==> src/rtl/io_input_ctrl.sv <==
// Memory-mapped input block: two 8-bit switch/key ports with synchronizer and
// debouncer, change-status register with read-to-clear, and a masked level interrupt.

module io_input_db #(
  parameter int unsigned DB_CYCLES = 4
) (
  input  logic       io_clk,
  input  logic       reset,
  input  logic [7:0] raw,
  output logic [7:0] stable,
  output logic       chg_set_c
);

  localparam int unsigned CNT_W = 8;
  localparam logic [CNT_W-1:0] CNT_MAX = CNT_W'(DB_CYCLES - 1);

  logic [7:0]       s1;
  logic [7:0]       s2;
  logic [7:0]       cand;
  logic [CNT_W-1:0] cnt;
  logic             at_max_c;
  logic             commit_c;

  assign at_max_c  = (cnt == CNT_MAX);
  assign commit_c  = (s2 == cand) && at_max_c;
  // Only a commit that actually moves the stable value is reported as a change.
  assign chg_set_c = commit_c && (cand != stable);

  always_ff @(posedge io_clk or posedge reset) begin
    if (reset) begin
      s1     <= 8'h00;
      s2     <= 8'h00;
      cand   <= 8'h00;
      cnt    <= '0;
      stable <= 8'h00;
    end else begin
      s1 <= raw;
      s2 <= s1;
      if (s2 != cand) begin
        cand <= s2;
        cnt  <= '0;
      end else if (at_max_c) begin
        // Counter holds at its limit; stable keeps being refreshed with cand.
        stable <= cand;
      end else begin
        cnt <= cnt + CNT_W'(1);
      end
    end
  end

endmodule

module io_input_ctrl #(
  parameter int unsigned DB_CYCLES = 4
) (
  input  logic        io_clk,
  input  logic        reset,
  input  logic [31:0] addr,
  input  logic        io_rd,
  input  logic        io_wr,
  input  logic [31:0] io_write_data,
  input  logic [7:0]  in_port0,
  input  logic [7:0]  in_port1,
  output logic [31:0] io_read_data,
  output logic        irq
);

  localparam logic [5:0] SEL_PORT0  = 6'b110000;
  localparam logic [5:0] SEL_PORT1  = 6'b110001;
  localparam logic [5:0] SEL_STATUS = 6'b110010;
  localparam logic [5:0] SEL_IER    = 6'b110011;

  logic [5:0] sel_c;
  logic [7:0] stable0;
  logic [7:0] stable1;
  logic [1:0] chg_set_c;
  logic [1:0] chg;
  logic [1:0] ier;
  logic       status_clr_c;
  logic       ier_wr_c;
  logic       unused_c;

  assign sel_c        = addr[7:2];
  assign status_clr_c = io_rd && (sel_c == SEL_STATUS);
  assign ier_wr_c     = io_wr && (sel_c == SEL_IER);
  assign unused_c     = ^{addr[31:8], addr[1:0], io_write_data[31:2]};

  io_input_db #(.DB_CYCLES(DB_CYCLES)) u_db0 (
    .io_clk    (io_clk),
    .reset     (reset),
    .raw       (in_port0),
    .stable    (stable0),
    .chg_set_c (chg_set_c[0])
  );

  io_input_db #(.DB_CYCLES(DB_CYCLES)) u_db1 (
    .io_clk    (io_clk),
    .reset     (reset),
    .raw       (in_port1),
    .stable    (stable1),
    .chg_set_c (chg_set_c[1])
  );

  // A new change on the same edge as a status read survives the clear.
  always_ff @(posedge io_clk or posedge reset) begin
    if (reset) begin
      chg <= 2'b00;
      ier <= 2'b00;
    end else begin
      chg <= (chg & ~{2{status_clr_c}}) | chg_set_c;
      if (ier_wr_c) begin
        ier <= io_write_data[1:0];
      end
    end
  end

  always_comb begin
    io_read_data = 32'h0000_0000;
    case (sel_c)
      SEL_PORT0:  io_read_data = {24'h00_0000, stable0};
      SEL_PORT1:  io_read_data = {24'h00_0000, stable1};
      SEL_STATUS: io_read_data = {30'h0000_0000, chg};
      SEL_IER:    io_read_data = {30'h0000_0000, ier};
      default:    io_read_data = 32'h0000_0000;
    endcase
  end

  assign irq = |(chg & ier);

endmodule

==> config.mk <==
export PLATFORM = sky130hd
export DESIGN_NAME = io_input_ctrl
export DESIGN_NICKNAME = d
export VERILOG_FILES = /design/src/rtl/io_input_ctrl.sv
export SDC_FILE = /design/constraint.sdc
export NUM_CORES = 1
export LEC_CHECK = 0
export CAP_MARGIN = 25
export CORE_MARGIN = 1.5
export CORE_UTILIZATION = 45
export DETAILED_ROUTE_END_ITERATION = 8
export DONT_BUFFER_PORTS = 1
export SETUP_SLACK_MARGIN = 0.3
export SYNTH_ARGS = -nofsm -noshare
export SYNTH_HDL_FRONTEND = slang
export SYNTH_HIERARCHICAL = 1
export SYNTH_SLANG_ARGS = --single-unit
==> constraint.sdc <==
create_clock -name io_clk -period 2.5 [get_ports io_clk]
set_input_delay 0.125 -clock io_clk [delete_from_list [all_inputs] [get_ports io_clk]]
set_output_delay 0.125 -clock io_clk [all_outputs]
set_load 0.05 [all_outputs]
==> flow_summary_export.csv <==
group,metric,value,unit
sta,drv_slew,0,
sta,max_slew_margin,50.4,%
critical_path,critPathMaxFanout,9,
floorplan,std_cell_rows,32,
clock_network,clockBufferDepth,2,
final_layout,drive_gt1_share,15.6,%
sta,fmax,495,MHz
placement,portBuffers,0,
critical_path,start_kind,"flop",
yosys,netlist_instances,278,
placement,pre_cts_slack,0.477,ns
power_and_ir_drop,leakagePower,1.80,nW
yosys,synth_ff_type,"dfrtp_1",
sta,fin_skew,0.00671,ns
route,drtIter0Drc,64,
min_path,min_path_cells,2,
critical_path,max_stage_delay,0.52,ns
critical_path,end_kind,"flop",
yosys,syn_area,3530,µm²
grt,antenna_found_initial,0,
route,ant_nets,0,
floorplan,start_util,46.2,%
route,drt-total-wl,5090,µm
yosys,synth_edf_count,0,
critical_path,arrival,2.25,ns
route,drt-pass1-iter-count,4,
route,drc_errors,0,
clock_network,cts_setup_buffers,0,
sta,fin_ws,0.480,ns
yosys,synth-seq-cells,84,
sta,period_share,80.8,%
grt,grt_overflow_total,0,
final_layout,final_cell_mix,"84 x dfrtp_1, 36 x xor2_1, 24 x nor2_1, 24 x conb_1, 19 x dlygate4sd3_1",
critical_path,cp_slowest_cell,"and4_1",
power_and_ir_drop,vdd_drop_max,0.259,mV
yosys,yosysWarnings,6,
yosys,ys_seq_area_share,59.5,%
final_layout,mostFrequentLayoutCell,"dfrtp_1",
floorplan,die_w,91.6,µm
floorplan,die_area,8400,µm²
critical_path,worstSetupPathType,"reg2reg",
critical_path,path_depth,4,
power_and_ir_drop,power,0.00259,W
sta,setup_viol,0,
sta,rsz0062_at_grt,"false",
sta,tightestPinTransition,0.744,ns
critical_path,worst-path-buf-inv,0,
clock_network,path_clk_slew,0.09,ns
yosys,ys_async_sr_fraction,100,%
clock_network,cts_tree,"built",
critical_path,worst_r2r_path_depth,4,
clock_network,cts_buffers,9,
floorplan,die_y,91.6,µm
yosys,synthDistinctLibCells,28,
critical_path,required,2.73,ns
grt,grt_pass1_vias,1911,
placement,gp_congestion,0.768,
critical_path,cp_top_family,"simple AND/OR/NAND/NOR gates",
yosys,syn_avg_cell_area,12.7,µm²
floorplan,core_area,7650,µm²
outcome,status,"complete, no violations",
placement,place_hpwl,3550,µm
min_path,hold_class,"in2reg",
placement,dp.cells,368,
route,wl_per_cell,12.6,µm
route,vias_per_cell,4.59,
route,num_vias,1849,
final_layout,syn_to_final_growth,11.3,%
clock_network,clockRootBuffer,"clkbuf_8",
grt,grt_first_pass_wirelength,8850,µm
final_layout,antenna_cells,0,
floorplan,ios,117,
final_layout,final_cell_count_no_fill,403,
critical_path,crit_chain,"xor2_1 -> nor4_1 -> and4_1 -> mux2_2",
run,drv_cap,0,
sta,tns,0,ns
clock_network,cts_sinks,84,
grt,grtUsageTotal,13.7,%
clock_network,clk-insertion-delay-late,0.35,ns
grt,grt_max_degree,41,
final_layout,nets,382,
final_layout,final_util,51.4,%
clock_network,htree_levels,3,
power_and_ir_drop,pwr_density_cell,660,nW/µm²
sta,fin_crit,2.02,ns
sta,hold_viol,0,
## report_power, final
group | switching, W | total (W) | internal [W]
logic | 0.000124 | 0.000173 | 0.0000491
registers | 0.0000297 | 0.00143 | 0.00140
clock network | 0.000493 | 0.000990 | 0.000497
total | 0.000647 | 0.00259 | 0.00195
## cells in the mapped netlist (all sizes together) (6+ instances only)
cell type  number  area, µm²
nor2           24       90.1
nor4            8       50.1
dfrtp          84       2100
nand3           6       30.0
mux2i           8       80.1
buf            27        214
nand2          12       45.0
xor2           36        315
mux2           18        203
xnor2           8       70.1
clkbuf         16       60.1
## through the flow
stage	hold slack (ns)	instance area (µm²)
5_1_grt	0.0314	3930
3_3_place_gp	-0.0935	3530
3_5_place_dp	-0.0929	3530
4_1_cts	0.000557	3930
6_report	0.0262	3930
2_1_floorplan	-0.109	3620
## layer usage
| layer | wire length [µm] | global-route usage, % |
|---|---|---|
| met5 | 0 | 0 |
| met4 | 128 | 8.59 |
| met3 | 225 | 2.99 |
| met2 | 2150 | 19.5 |
| met1 | 2590 | 19.2 |
## cell families after synthesis
family,count (synthesis),synth area share [%]
adder cells (fa/ha/maj),2,0.708
XOR/XNOR,44,10.9
AND/OR/NAND/NOR,64,9.81
other,1,0.106
multiplexers,28,9.27
flip-flops,84,59.5
AO/OA/AOI/OAI,9,1.66
buffers and inverters,46,8.07
## worst paths after layout
check,startpoint,end,slack [ns]
hold reg to reg,u_db1/s1[7]$_DFF_PP0_,u_db1/s2[7]$_DFF_PP0_,0.35
setup / recovery,u_db0/cand[6]$_DFFE_PP0N_,u_db0/stable[7]$_DFFE_PP0P_,0.48
setup reg to reg,u_db0/cand[6]$_DFFE_PP0N_,u_db0/stable[7]$_DFFE_PP0P_,0.48
hold / removal,io_rd,chg[1]$_DFF_PP0_,0.03
max in group asynchronous,reset,u_db0/cand[1]$_DFFE_PP0N_,1.35
min in group asynchronous,reset,ier[1]$_DFFE_PP0P_,0.15
## sequential cells by signal (all words and copies together) (netlist names), 8 cells and up
name          count
u_db0/s1          8
u_db1/s1          8
u_db1/s2          8
u_db0/s2          8
u_db0/cand        8
u_db1/cand        8
u_db0/cnt         8
u_db1/cnt         8
u_db0/stable      8
u_db1/stable      8
## worst reg2reg max path, stage by stage, from the launching register on
cell and delay (ns):
dfrtp_1 0.43, xor2_1 0.15, nor4_1 0.43, and4_1 0.52, mux2_2 0.38
## cell type report
class                      instances  area, µm²
inverter                           3       11.3
sequential                        84       2100
clock inverter                     6       71.3
fill                             693       3710
clock buffer                      10        138
timing repair buffer              27        250
tap                              102        128
multi-input combinational        171       1230
## repair_timing
action                    in CTS  in global routing
hold buffers                  19                  0
gates resized for setup        0                  0
hold endpoints to repair      81                  0
Power figures use the tool's default switching activity.
